File: src/rtl/run_ctrl_pkg.sv
// Shared definitions for the run controller.
// Holds the FSM state encodings, the default parameter values used by
// run_controller, and a saturating 16-bit increment helper.
package run_ctrl_pkg;

  typedef logic [2:0] state_t;

  localparam state_t ST_IDLE  = 3'd0;
  localparam state_t ST_LOAD  = 3'd1;
  localparam state_t ST_RUN   = 3'd2;
  localparam state_t ST_DUMP  = 3'd3;
  localparam state_t ST_ERROR = 3'd4;

  localparam logic [7:0]  DEF_LOAD_BASE = 8'd0;
  localparam int          DEF_LOAD_LEN  = 64;
  localparam logic [7:0]  DEF_DUMP_BASE = 8'd64;
  localparam int          DEF_DUMP_LEN  = 64;
  localparam logic [15:0] DEF_TIMEOUT   = 16'hFFFF;

  function automatic logic [15:0] sat_inc16(input logic [15:0] v);
    return (v == 16'hFFFF) ? v : v + 16'd1;
  endfunction

endpackage

File: src/rtl/run_controller_dump_stage.sv
// dump_stage: single output register for the result byte stream.
// Ports:
//   clk, reset            clock and asynchronous active-low reset
//   load                  capture load_data/load_last this edge
//   load_data, load_last  byte fetched from data_mem and its last flag
//   out_ready             downstream ready
//   out_valid, out_data, out_last  registered stream outputs
// The controller only asserts load when the register is empty or being
// drained, so a captured byte is never overwritten before acceptance.
module dump_stage (
  input  logic       clk,
  input  logic       reset,
  input  logic       load,
  input  logic [7:0] load_data,
  input  logic       load_last,
  input  logic       out_ready,
  output logic       out_valid,
  output logic [7:0] out_data,
  output logic       out_last
);

  logic       valid_q, valid_d;
  logic [7:0] data_q, data_d;
  logic       last_q, last_d;

  always_comb begin
    valid_d = valid_q;
    data_d  = data_q;
    last_d  = last_q;
    if (load) begin
      valid_d = 1'b1;
      data_d  = load_data;
      last_d  = load_last;
    end else if (out_ready) begin
      valid_d = 1'b0;
    end
  end

  always_ff @(posedge clk or negedge reset) begin
    if (!reset) begin
      valid_q <= 1'b0;
      data_q  <= 8'd0;
      last_q  <= 1'b0;
    end else begin
      valid_q <= valid_d;
      data_q  <= data_d;
      last_q  <= last_d;
    end
  end

  assign out_valid = valid_q;
  assign out_data  = data_q;
  assign out_last  = last_q & valid_q;

endmodule

File: src/rtl/run_controller.sv
// run_controller: sequences a processor run.
// On start it preloads LOAD_LEN bytes from the load stream into data_mem,
// releases the processor from reset until core_done (or a RUN-cycle
// timeout), then streams DUMP_LEN bytes of data_mem out on the dump stream.
// Ports:
//   clk, reset                         clock, asynchronous active-low reset
//   start                              begin a load/run/dump sequence
//   load_valid/load_ready/load_data    preload byte stream
//   mem_sel                            1 = processor owns data_mem
//   mem_addr/mem_wen/mem_ren/mem_wdata controller-side data_mem port
//   mem_rdata                          combinational data_mem read data
//   core_reset, core_done              processor reset and done flag
//   dump_valid/dump_ready/dump_data/dump_last  result byte stream
//   busy, error, run_cycles            status
module run_controller
  import run_ctrl_pkg::*;
#(
  parameter logic [7:0]  LOAD_BASE = DEF_LOAD_BASE,
  parameter int          LOAD_LEN  = DEF_LOAD_LEN,
  parameter logic [7:0]  DUMP_BASE = DEF_DUMP_BASE,
  parameter int          DUMP_LEN  = DEF_DUMP_LEN,
  parameter logic [15:0] TIMEOUT   = DEF_TIMEOUT
) (
  input  logic        clk,
  input  logic        reset,
  input  logic        start,
  input  logic        load_valid,
  output logic        load_ready,
  input  logic [7:0]  load_data,
  output logic        mem_sel,
  output logic [7:0]  mem_addr,
  output logic        mem_wen,
  output logic        mem_ren,
  output logic [7:0]  mem_wdata,
  input  logic [7:0]  mem_rdata,
  output logic        core_reset,
  input  logic        core_done,
  output logic        dump_valid,
  input  logic        dump_ready,
  output logic [7:0]  dump_data,
  output logic        dump_last,
  output logic        busy,
  output logic        error,
  output logic [15:0] run_cycles
);

  // cnt is 9 bits so a full 256-byte transfer can be counted to its end.
  localparam logic [8:0] LOAD_LAST  = 9'(LOAD_LEN - 1);
  localparam logic [8:0] DUMP_END   = 9'(DUMP_LEN);
  localparam logic [8:0] DUMP_LAST  = 9'(DUMP_LEN - 1);
  localparam bit         LOAD_EMPTY = (LOAD_LEN == 0);

  state_t      state_q, state_d;
  logic [8:0]  cnt_q, cnt_d;
  logic [15:0] run_cycles_q, run_cycles_d;
  logic        load_fire;
  logic        fetch;
  logic        dump_done;

  // A dump fetch refills the output register whenever it is empty or
  // being drained this cycle, giving one byte per cycle under full ready.
  always_comb begin
    load_fire = (state_q == ST_LOAD) && load_valid;
    fetch     = (state_q == ST_DUMP) && (!dump_valid || dump_ready) && (cnt_q < DUMP_END);
    dump_done = (state_q == ST_DUMP) && dump_valid && dump_ready && dump_last;
  end

  always_comb begin
    state_d      = state_q;
    cnt_d        = cnt_q;
    run_cycles_d = run_cycles_q;
    case (state_q)
      ST_IDLE, ST_ERROR: begin
        if (start) begin
          cnt_d = 9'd0;
          if (LOAD_EMPTY) begin
            state_d      = ST_RUN;
            run_cycles_d = 16'd0;
          end else begin
            state_d = ST_LOAD;
          end
        end
      end
      ST_LOAD: begin
        if (load_fire) begin
          cnt_d = cnt_q + 9'd1;
          if (cnt_q == LOAD_LAST) begin
            state_d      = ST_RUN;
            run_cycles_d = 16'd0;
          end
        end
      end
      ST_RUN: begin
        // core_done wins over a timeout landing on the same cycle.
        run_cycles_d = sat_inc16(run_cycles_q);
        if (core_done) begin
          state_d = ST_DUMP;
          cnt_d   = 9'd0;
        end else if (run_cycles_d == TIMEOUT) begin
          state_d = ST_ERROR;
        end
      end
      ST_DUMP: begin
        if (fetch) begin
          cnt_d = cnt_q + 9'd1;
        end
        if (dump_done) begin
          state_d = ST_IDLE;
        end
      end
      default: state_d = ST_IDLE;
    endcase
  end

  always_ff @(posedge clk or negedge reset) begin
    if (!reset) begin
      state_q      <= ST_IDLE;
      cnt_q        <= 9'd0;
      run_cycles_q <= 16'd0;
    end else begin
      state_q      <= state_d;
      cnt_q        <= cnt_d;
      run_cycles_q <= run_cycles_d;
    end
  end

  // Address arithmetic is 8-bit so both windows wrap modulo 256.
  always_comb begin
    load_ready = (state_q == ST_LOAD);
    mem_wen    = load_fire;
    mem_ren    = fetch;
    mem_wdata  = load_fire ? load_data : 8'd0;
    mem_addr   = 8'd0;
    if (state_q == ST_LOAD) begin
      mem_addr = LOAD_BASE + cnt_q[7:0];
    end else if (state_q == ST_DUMP) begin
      mem_addr = DUMP_BASE + cnt_q[7:0];
    end
    mem_sel    = (state_q == ST_RUN);
    core_reset = (state_q != ST_RUN);
    busy       = (state_q == ST_LOAD) || (state_q == ST_RUN) || (state_q == ST_DUMP);
    error      = (state_q == ST_ERROR);
  end

  assign run_cycles = run_cycles_q;

  dump_stage u_dump_stage (
    .clk       (clk),
    .reset     (reset),
    .load      (fetch),
    .load_data (mem_rdata),
    .load_last (cnt_q == DUMP_LAST),
    .out_ready (dump_ready),
    .out_valid (dump_valid),
    .out_data  (dump_data),
    .out_last  (dump_last)
  );

endmodule

File: config.mk
export PLATFORM = sky130hd
export DESIGN_NAME = run_controller
export DESIGN_NICKNAME = d
export VERILOG_FILES = /design/src/rtl/run_ctrl_pkg.sv /design/src/rtl/run_controller_dump_stage.sv /design/src/rtl/run_controller.sv
export SDC_FILE = /design/constraint.sdc
export NUM_CORES = 1
export LEC_CHECK = 0
export ABC_AREA = 1
export CAP_MARGIN = 0
export CORE_ASPECT_RATIO = 1.5
export CORE_MARGIN = 8
export CORE_UTILIZATION = 35
export DETAILED_ROUTE_END_ITERATION = 10
export SKIP_CTS_REPAIR_TIMING = 1
export SLEW_MARGIN = 5
export SYNTH_ARGS = -nofsm -noshare
export SYNTH_HDL_FRONTEND = slang
export SYNTH_SLANG_ARGS = --single-unit
export TNS_END_PERCENT = 100
File: constraint.sdc
create_clock -name clk -period 3.25 [get_ports clk]
set_input_delay 0.975 -clock clk [delete_from_list [all_inputs] [get_ports clk]]
set_output_delay 0.975 -clock clk [all_outputs]
set_load 0.01 [all_outputs]
# == Word-level counts from Yosys, hierarchy flattened ==
# Cells that the tools add are included.
# totals
register_bits,38
inputBits,22
out_inout_bits,49
word_cells,65
# classes
n_addsub,3
order_cmp,1
eq_ne,15
muxes,21
n_bitwise,1
reduce_logical,18
# ops
cell,count
$mux 16,3
$mux 9,4
$pmux 9 s4,1
$eq 16x16->1 const B,2
$pmux 16 s2,1
$mux 8,3
$mux 3,6
$add 16x1->16 const B,1
$pmux 3 s4,1
$reduce_and 5->1,2
$add 9x1->9 const B,1
$eq 9x6->1 const B,1
$lt 9x7->1 const B,1
$add 7x8->8 const A,1
$eq 3x2->1 const B,2
$logic_and 1x1->1,6
$ne 2x1->1 const B,3
$ne 2x2->1 const B,3
$reduce_bool 2->1,2
$reduce_bool 4->1,1
$eq 3x1->1 const B,1
$eq 3x3->1 const B,1
$logic_not 3->1,1
$logic_or 1x1->1,3
other kinds (7),8

# == Depth between registers and ports, before layout ==
# Gate-level depths: netlist of run 1.
# depth
depth_word,6
mapped_depth,13

# == Hierarchy ==
# A second synthesis of run 1 with hierarchy kept.
# unflattened
hier_cells,390
hier_area_um2,2581.2
# by_module_without_submodules
mod,n_inst,cells_per_inst,area_per_inst_um2,seq_area_each_um2
run_controller,1,346,2195.9,700.7
dump_stage,1,44,385.4,250.2

# == Worst setup path before layout of run 1 ==
# Ideal clock, no wire load.
# synth_path
path_type,input-to-output
startpoint,input load_valid
endpoint,output mem_wdata[0]
arrival_time_ps,1554
required_time_ps,2275
slack_ps,721
cell_stages,4
n_path_buf,0
path_cell_list,inv_1 nor2_1 inv_1 nor2_1
# synth_via
elab_chain_len,2
# synth_lines
item,line,text
from (decl),run_controller.sv:27,"input logic load_valid,"
$logic_and 1x1->1,run_controller.sv:63,load_fire = (state_q == ST_LOAD) && load_valid;
net mem_wen,run_controller.sv:32,"output logic mem_wen,"
$mux 8,run_controller.sv:132,mem_wdata = load_fire ? load_data : 8'd0;
to (decl),run_controller.sv:34,"output logic [7:0] mem_wdata,"
# The timed path passes the listed nets, and every way through them passes these cells.

# == Worst setup path in the final report of run 1 ==
# layout_path
startpoint,register state_q[2]
endpoint,output mem_addr[7]
# layout_via
elab_chain_len,3
# layout_lines
item,line,text
from (decl),run_controller.sv:53,"state_t state_q, state_d;"
from (signal assigned),run_controller.sv:121,state_q <= state_d;
$eq 3x2->1,run_controller.sv:136,end else if (state_q == ST_DUMP) begin
$mux 8,run_controller.sv:136,
$mux 8 *,run_controller.sv:134,if (state_q == ST_LOAD) begin
to (decl),run_controller.sv:31,"output logic [7:0] mem_addr,"
# Mark *: on every way between the ends. The rest lies on a longest branch, timed or not.

==> results of run 1 <==
[synth_stat cells]
| library cell | number | area share [%] |
|---|---|---|
| nor2_2 | 5 | 1.2 |
| o21a_1 | 1 | 0.30 |
| nand3_1 | 24 | 4.8 |
| nand2_1 | 121 | 18 |
| inv_1 | 54 | 8.1 |
| o211ai_1 | 1 | 0.30 |
| dfrtp_1 | 38 | 38 |
| xor2_1 | 3 | 1.0 |
| nor2_8 | 1 | 0.80 |
| nor2_4 | 2 | 0.90 |
| ha_1 | 4 | 2.0 |
| or2_2 | 1 | 0.25 |
| clkbuf_1 | 2 | 0.30 |
| nor3_2 | 3 | 1.2 |
| a21oi_2 | 1 | 0.35 |
| nor4_1 | 1 | 0.25 |
| a21oi_1 | 7 | 1.4 |
| nand4_1 | 5 | 1.2 |
| o21ai_1 | 12 | 2.4 |
| o22ai_1 | 3 | 0.75 |
| nand3_2 | 2 | 0.80 |
| nand2_4 | 1 | 0.45 |
| nand2_2 | 7 | 1.7 |
| nor3_1 | 2 | 0.40 |
| nor2_1 | 48 | 7.2 |
| o21ai_0 | 20 | 4.0 |
| buf_2 | 1 | 0.20 |
| inv_2 | 4 | 0.60 |
| o41ai_1 | 1 | 0.35 |
| clkinv_1 | 1 | 0.15 |
| buf_6 | 1 | 0.45 |
| o21bai_1 | 1 | 0.30 |
[kinds of logic after synthesis]
kind of cell	after synthesis	synth area share (%)
xor+xnor	3	1.045
buf+inv	63	9.755
compound gates	47	10.11
flops	38	37.83
fa+ha+maj	4	1.991
simple gates	223	39.27
[cells in the final DEF (no fill, tap or decap), types with 4 or more instances in the layout]
cell type | netlist | layout
nand2_1 | 121 | 121
clkdlybuf4s50_1 | 0 | 59
inv_1 | 54 | 53
nor2_1 | 48 | 47
dfrtp_1 | 38 | 38
nand3_1 | 24 | 24
o21ai_0 | 20 | 20
o21ai_1 | 12 | 12
dlymetal6s2s_1 | 0 | 10
nand2_2 | 7 | 7
a21oi_1 | 7 | 7
clkbuf_8 | 0 | 6
buf_4 | 0 | 6
inv_2 | 4 | 5
nor2_2 | 5 | 5
nand4_1 | 5 | 5
ha_1 | 4 | 4
[sequential cells by signal (all words and copies together), names as in the netlist]
register,count
run_cycles,16
cnt_q,9
u_dump_stage.out_data,8
state_q,3
u_dump_stage.last_q,1
u_dump_stage.out_valid,1
[report_power, final]
part / internal (uW) / switching, uW / leakage [uW] / total [uW]
logic: 702 / 926 / 0.00128 / 1630
clock network: 171 / 175 / 0.0000482 / 347
registers: 654 / 201 / 0.000486 / 854
[final cells by class]
class | count | area share, %
clock inverters | 1 | 0.1449
repair buffers | 76 | 22.17
well taps | 80 | 2.898
flip-flops and latches | 38 | 27.53
inverters | 59 | 6.411
clock buffers | 7 | 2.499
multi-input cells | 277 | 38.36
[through the flow]
step                hold WS (ns)  setup WS, ns
floorplan                 0.4534        0.7213
global placement          0.4636       -0.2017
detailed placement        0.4682       -0.2311
CTS                       0.4889       -0.2325
global route              0.5122       0.04408
finish                    0.4855        0.1671
[worst max-delay path, delay by kind of cell (launching register included)]
| family | cells | cell delay, ns |
|---|---|---|
| buffers and inverters | 3 | 0.80 |
| flip-flops | 1 | 0.40 |
| AND/OR/NAND/NOR | 2 | 0.39 |
| AO/OA/AOI/OAI | 1 | 0.23 |
[worst max path at each step]
stage                              end  slack, ns                   start
after floorplan           mem_wdata[0]       0.72              load_valid
after global placement    mem_wdata[4]      -0.20              load_valid
after detailed placement  mem_wdata[3]      -0.23              load_valid
after CTS                 mem_wdata[3]      -0.23              load_valid
after global routing       mem_addr[7]       0.04  state_q[2]$_DFFE_PN0P_
final                      mem_addr[7]       0.17  state_q[2]$_DFFE_PN0P_
[routing by layer]
| layer | GRT usage, % | wire, um | up-vias |
|---|---|---|---|
| li1 | - | - | 1341 |
| met1 | 15.39 | 2964 | 1206 |
| met2 | 29.39 | 4177 | 71 |
| met3 | 2.669 | 287 | 18 |
| met4 | 6.831 | 241 | 0 |
| met5 | 0 | 0 | - |
==> qor.csv, run 1 <==
stage,metric,value,unit
outcome,status,completed,
cells_and_area,seq_area,950.9,um2
die,row_count,38,
cells_and_area,syn_to_final_growth,37.43,%
timing,final.setup.tns,0,ns
critical_path,crit_fanout,9,
place,dp.cells,530,
cells_and_area,fin_util,48.76,%
route,initialDrtViolationCount,122,
die,io_pins,71,
die,fp.dieW,85.20,um
cells_and_area,n_antenna_cell,0,
die,initial_core_util,35.48,%
place,routabilityCongestion,0.8608,
route,wl_per_cell,14.26,um
critical_path,r2r_end,state_q[0]$_DFFE_PN0P_,
critical_path,crit_path_frequent_cell,inv_2,
route,post-route-drc-count,0,
die,die_area,10210,um2
place,place_area,3331,um2
die,core,7084,um2
clocking,path_clk_slew,0.08,ns
timing,setup_violations,0,
synthesis,yosysWarnings,0,
critical_path,critPathRequiredTime,2.27,ns
hold_path,hp-class,reg -> reg,
critical_path,cp_slowest_cell,clkdlybuf4s50_1,
critical_path,cp.arrival,2.11,ns
pwr,power_per_cell_area,819.1,nW/um2
timing,slew_headroom,40.79,%
place,dpl.hpwl,6018,um
route,dr.pass1.iters,6,
route,viasPerCell,4.900,
timing,hold_violations,0,
grt,grt.total_usage,15.28,%
cells_and_area,drive_above_1_share,9.389,%
synthesis,ys_seq_area_share,37.83,%
critical_path,r2r_start,run_cycles[0]$_DFFE_PN0P_,
timing,fin_crit_sh,94.86,%
hold_path,worstHoldEndpoint,u_dump_stage.out_data[1]$_DFFE_PN0P_,
synthesis,syn_nets,404,
clocking,cts_tree,done,
synthesis,synth.ff_latch_count,38,
cells_and_area,fin_area,3455,um2
clocking,cts_root_buf,clkbuf_8,
pwr,total_power,2830,uW
grt,grt_overflow,0,
place,io_buffers,70,
hold_path,whs_path_depth,2,
critical_path,path_cells,"inv_2, nand2_2, nor2_2, inv_2, o21ai_0, clkdlybuf4s50_1",
route,wl,7670,um
critical_path,slowest_delay,0.58,ns
clocking,cts_num_sinks,38,
route,ant_nets,0,
synthesis,synth.lib_cells_used.distinct,32,
critical_path,critPathLaunchType,register,
critical_path,crit_type,reg -> out,
pwr,irDropWorstVdd,0.4178,mV
synthesis,syn_avg_cell_area,6.650,um2
timing,finalClockSkew,0.005994,ns
timing,worst_slew_pin_slew,0.8882,ns
grt,antenna_found_initial,0,
cells_and_area,final_net_count,483,
grt,grt_max_degree,39,
cells_and_area,n_fill_cell,740,
critical_path,reg2reg_depth,12,
clocking,numCtsBuffers,5,
clocking,clock_path_buffers,2,
grt,grt_pass1_wl,12600,um
clocking,clk_latency,0.29,ns
pwr,power.static_leakage,0.001816,uW
synthesis,syn_area,2514,um2
synthesis,synthCells,378,
timing,grt_setup_unrepaired,false,
timing,finalMaxSlewViolations,0,
die,die_height,119.8,um
timing,max_freq,324.4,MHz
critical_path,r2r_slack,1.18,ns
cells_and_area,stdcell_count,538,
cells_and_area,multiInputGateArea,1325,um2
critical_path,endpoint_kind,primary output,
clocking,htree_levels,2,
hold_path,hold_start,u_dump_stage.out_data[1]$_DFFE_PN0P_,
timing,min_period,3.083,ns
flow_run,max_cap_violations,0,
route,vias,2636,
grt,grt_pass1_vias,2652,
Note: power is estimated with default switching activity, not from simulation.
==> run 2: changes to the inputs <==
PLACE_DENSITY = 0.67   (was not set)
SYNTH_HIERARCHICAL = 1   (was not set)
clock period = 2.6 ns   (was 3.25 ns; I/O delays follow)
==> qor.csv, run 2 <==
stage,metric,value,unit
pwr,clock_power_share,11.3,%
place,dpl.hpwl,6060,um
critical_path,path_cells,"clkdlybuf4s50_1, nor2_1, nor3_2, dlymetal6s2s_1",
critical_path,slowest_delay,0.50,ns
synthesis,yosysTopAreaCellShare,36.84,%
cells_and_area,final_cell_mix,"124 x nand2_1, 59 x inv_1, 54 x clkdlybuf4s50_1, 50 x nor2_1, 38 x dfrtp_1",
cells_and_area,syn_to_final_growth,35.87,%
synthesis,syn_nets,416,
die,die_height,121.2,um
timing,slew_headroom,72.35,%
grt,grt_pass1_vias,2749,
pwr,power.static_leakage,0.001863,uW
place,place_area,3446,um2
critical_path,endpoint_kind,primary output,
cells_and_area,fin_area,3507,um2
grt,antenna_found_initial,0,
pwr,power_per_cell_area,999.7,nW/um2
hold_path,hp-class,in -> async,
route,ant_nets,0,
clocking,clock_path_buffers,2,
die,io_pins,71,
die,core,7179,um2
die,die_area,10440,um2
synthesis,yosys.area.top_type,dfrtp_1,
outcome,status,completed,
synthesis,yosys_most_used_dff,dfrtp_1,
pwr,pwr-share-comb,58.1,%
timing,fin_crit_sh,97.13,%
route,viasPerCell,4.768,
place,routabilityCongestion,0.8816,
cells_and_area,final_common_cell,nand2_1,
critical_path,cp_slowest_cell,clkdlybuf4s50_1,
synthesis,synth_edf_count,0,
synthesis,synth.ff_latch_count,38,
synthesis,synth-async-reset-ratio,100.0,%
route,vias,2732,
critical_path,critPathLaunchType,primary input,
pwr,p_sw_share,46.33,%
route,post-route-drc-count,0,
timing,max_freq,396.0,MHz
synthesis,ys_seq_area_share,36.84,%
clocking,numCtsBuffers,5,
flow_run,max_cap_violations,0,
timing,hold_violations,0,
grt,grt_pass1_wl,12510,um
critical_path,crit_fanout,3,
synthesis,synthTopCellsByCount,"124 x nand2_1, 60 x inv_1, 51 x nor2_1",
clocking,cts_num_sinks,38,
cells_and_area,n_antenna_cell,0,
clocking,path_clk_slew,0.08,ns
grt,grt_overflow,0,
clocking,htree_levels,2,
grt,grt.total_usage,14.97,%
place,io_buffers,70,
cells_and_area,drive_above_1_share,12.05,%
cells_and_area,n_fill_cell,749,
route,wl_per_cell,13.25,um
route,wl,7591,um
clocking,cts_root_buf,clkbuf_8,
pwr,switchingPower,1624,uW
pwr,irDropWorstVdd,0.3798,mV
grt,grt_max_degree,17,
timing,grt_setup_unrepaired,true,
pwr,p_seq_share,30.6,%
clocking,cts_tree,done,
synthesis,synth_area_leaders,"dfrtp_1 37%, nand2_1 18%, inv_1 8.7%, nor2_1 7.4%, nand3_1 5.2%",
synthesis,syn_area,2581,um2
synthesis,syn_avg_cell_area,6.619,um2
critical_path,critPathRequiredTime,1.82,ns
clocking,clk_latency,0.29,ns
cells_and_area,final_net_count,499,
route,dr.pass1.iters,4,
timing,setup_violations,0,
die,initial_core_util,35.95,%
synthesis,yosysMostFrequentCell,nand2_1,
cells_and_area,largest_register_ffs,16,
timing,worst_slew_pin_slew,0.4132,ns
timing,finalClockSkew,0.006222,ns
synthesis,synthCells,390,
critical_path,crit_type,in -> out,
critical_path,cp.arrival,1.75,ns
die,fp.dieW,86.12,um
timing,finalMaxSlewViolations,0,
route,initialDrtViolationCount,169,
pwr,intPower,1882,uW
synthesis,yosysWarnings,6,
die,row_count,38,
timing,whs,0.3302,ns
timing,min_period,2.525,ns
synthesis,synth.lib_cells_used.distinct,32,
==> run 2: path summary, 6_finish.rpt <==
kind,startpoint,to,slack (ns),depth (start not counted)
hold / removal,reset,run_cycles[5]$_DFFE_PN0P_,0.33,1
max in group asynchronous,reset,cnt_q[2]$_DFFE_PN0P_,1.78,2
setup reg to reg,run_cycles[1]$_DFFE_PN0P_,state_q[0]$_DFFE_PN0P_,0.53,12
hold reg to reg,u_dump_stage/out_data[2]$_DFFE_PN0P_,u_dump_stage/out_data[2]$_DFFE_PN0P_,0.48,2
setup / recovery,dump_ready,mem_ren,0.07,4
min in group clk,u_dump_stage/out_data[2]$_DFFE_PN0P_,u_dump_stage/out_data[2]$_DFFE_PN0P_,0.48,2
==> run 2: cell families after synthesis <==
group | after synthesis | share of synthesized area [%]
xor gates and xnor gates | 4 | 1.357
adders and majority gates | 4 | 1.939
DFF | 38 | 36.84
AOI/OAI and AO/OA | 40 | 8.434
and+or+nand+nor | 235 | 40.72
buffers and inverters | 69 | 10.71
==> run 2: power by group through the flow <==
| stage | combinational (uW) | sequential, uW | clock (uW) |
|---|---|---|---|
| floorplan | 1070 | 1110 | 0 |
| global placement | 2050 | 1080 | 0 |
| detailed placement | 2070 | 1080 | 0 |
| CTS | 2080 | 1070 | 408 |
| global route | 2260 | 1110 | 433 |
| finish | 2040 | 1070 | 395 |
==> run 2: layout make-up <==
cell class / count / area [um2] / area share, %
clock buffer: 7 / 76.32 / 2.176
inverter: 65 / 245.2 / 6.993
tap: 100 / 125.1 / 3.568
timing repair buffer: 80 / 748.2 / 21.33
multi-input combinational: 283 / 1361 / 38.82
sequential: 38 / 950.9 / 27.11
==> run 2: through the flow <==
stage | worst slack, ns | power, uW | util, % | setup TNS (ns) | cells
2_1_floorplan | 0.4268 | 2179 | - | 0 | 390
3_3_place_gp | -0.3670 | 3125 | 48.00 | -3.511 | 566
3_5_place_dp | -0.4231 | 3159 | 48.00 | -3.811 | 566
4_1_cts | -0.4254 | 3566 | 49.06 | -3.880 | 573
5_1_grt | -0.001331 | 3811 | 48.85 | -0.001331 | 573
6_report | 0.07458 | 3506 | 48.85 | 0 | 573
==> run 2: critical path, delay by kind of cell <==
kind / cells / cell delay, ns
buffers and inverters: 2 / 0.69
AND/OR/NAND/NOR: 2 / 0.28
==> run 2: layer usage <==
metal  track usage, %  part of all wire, %  vias up  routed length, um
met5                0                    0        -                  0
met4            8.150                  3.3        0                251
met3            4.746                  8.5       18                645
met2            26.00                   49       98               3727
met1            15.53                   39     1242               2967
li1                 -                    -     1374                  -
==> run 3: changes to the inputs <==
PLACE_DENSITY = not set   (was 0.67)
PLACE_DENSITY_LB_ADDON = 0.3   (was not set)
==> qor.csv, run 3 (same netlist as run 2, synthesis figures left out) <==
stage,metric,value,unit
cells_and_area,n_antenna_cell,0,
pwr,irDropWorstVdd,0.5202,mV
pwr,power.static_leakage,0.001840,uW
die,initial_core_util,35.95,%
clocking,clk_latency,0.29,ns
outcome,status,completed,
clocking,numCtsBuffers,5,
critical_path,critPathLaunchType,primary input,
die,die_area,10440,um2
timing,max_freq,397.9,MHz
grt,grt_overflow,0,
cells_and_area,final_cell_mix,"124 x nand2_1, 59 x inv_1, 56 x clkdlybuf4s50_1, 49 x nor2_1, 37 x dfrtp_1",
cells_and_area,final_common_cell,nand2_1,
critical_path,cp.arrival,1.73,ns
critical_path,crit_fanout,8,
route,initialDrtViolationCount,112,
route,post-route-drc-count,0,
hold_path,hp-class,in -> async,
cells_and_area,fin_area,3505,um2
critical_path,crit_type,in -> out,
route,viasPerCell,4.767,
clocking,cts_root_buf,clkbuf_8,
cells_and_area,final_net_count,497,
timing,grt_setup_unrepaired,true,
grt,grt_pass1_wl,12740,um
grt,grt.total_usage,15.09,%
clocking,cts_tree,done,
timing,finalMaxSlewViolations,0,
cells_and_area,drive_above_1_share,12.13,%
timing,setup_violations,0,
place,routabilityCongestion,0.9649,
timing,whs,0.4125,ns
route,dr.pass1.iters,4,
cells_and_area,syn_to_final_growth,35.77,%
cells_and_area,largest_register_ffs,16,
grt,antenna_found_initial,0,
timing,slew_headroom,72.59,%
grt,grt_pass1_vias,2815,
clocking,clock_path_buffers,2,
die,die_height,121.2,um
place,io_buffers,70,
place,dp.cells,564,
flow_run,max_cap_violations,0,
pwr,power_per_cell_area,1001,nW/um2
clocking,htree_levels,2,
route,vias,2717,
route,ant_nets,0,
timing,fin_crit_sh,96.65,%
critical_path,endpoint_kind,primary output,
die,core,7179,um2
die,row_count,38,
timing,finalClockSkew,0.01034,ns
place,dpl.hpwl,6023,um
clocking,path_clk_slew,0.08,ns
die,io_pins,71,
timing,min_period,2.513,ns
grt,grt_max_degree,24,
cells_and_area,stdcell_count,570,
route,wl,7500,um
place,place_area,3431,um2
timing,hold_violations,0,
route,wl_per_cell,13.16,um
critical_path,critPathRequiredTime,1.82,ns
timing,worst_slew_pin_slew,0.4111,ns
clocking,cts_num_sinks,38,
die,fp.dieW,86.12,um
-- run 3: cell count changes in the layout (fill, tap and decap cells not counted) --
cell and delta:
clkbuf_2 -3, buf_4 -2, clkdlybuf4s50_1 +2, buf_2 +2, nor2_2 +1, dfrtp_1 -1
clkbuf_1 -2, nor2_1 -1, dlymetal6s2s_1 -1, dfrtp_2 +1, clkbuf_8 +1
-- run 3: where the power goes --
part           switching (uW)  internal, uW  leakage [uW]
combinational            1150           878       0.00131
clock                     199           205     0.0000431
sequential                255           820      0.000485
total                    1610          1900       0.00184
-- run 3: layout make-up --
type / instances / area (um2)
Sequential cell: 38 / 952.2
Clock buffer: 6 / 82.58
Fill cell: 751 / 3675
Timing Repair Buffer: 78 / 735.7
Inverter: 65 / 245.2
Tap cell: 100 / 125.1
Multi-Input combinational cell: 283 / 1364
-- run 3: through the flow --
| stage | total power [uW] | worst slack, ns | util (%) | setup TNS, ns |
|---|---|---|---|---|
| 6_report | 3508 | 0.08706 | 48.81 | 0 |
| 5_1_grt | 3842 | -0.02490 | 48.81 | -0.02490 |
| 4_1_cts | 3575 | -0.4308 | 48.94 | -3.873 |
| 3_5_place_dp | 3147 | -0.4289 | 47.79 | -3.786 |
| 3_3_place_gp | 3112 | -0.3803 | 47.79 | -3.503 |
| 2_1_floorplan | 2179 | 0.4268 | - | 0 |
-- run 3: routing by layer --
metal	vias to the layer above	share of wire, %	global-route usage, %
li1	1367	-	-
met1	1244	40	16.13
met2	88	50	26.92
met3	18	6.8	3.932
met4	0	3.0	6.718
met5	-	0	0
-- run 3: critical path, stage by stage --
cell	delay, ns
clkdlybuf4s50_1	0.45
inv_1	0.05
nor2_2	0.11
inv_2	0.09
nor2_1	0.09
dlymetal6s2s_1	0.16
-- run 3: worst paths after layout --
kind | slack, ns | depth (start not counted) | end | start
max | 0.09 | 6 | mem_wdata[3] | load_valid
max reg2reg | 0.50 | 12 | state_q[0]$_DFFE_PN0P_ | run_cycles[1]$_DFFE_PN0P_
min | 0.41 | 1 | run_cycles[10]$_DFFE_PN0P_ | reset
max in group asynchronous | 1.53 | 2 | state_q[1]$_DFFE_PN0P_ | reset
min reg2reg | 0.47 | 2 | u_dump_stage/out_data[1]$_DFFE_PN0P_ | u_dump_stage/out_data[1]$_DFFE_PN0P_
min in group clk | 0.47 | 2 | u_dump_stage/out_data[1]$_DFFE_PN0P_ | u_dump_stage/out_data[1]$_DFFE_PN0P_
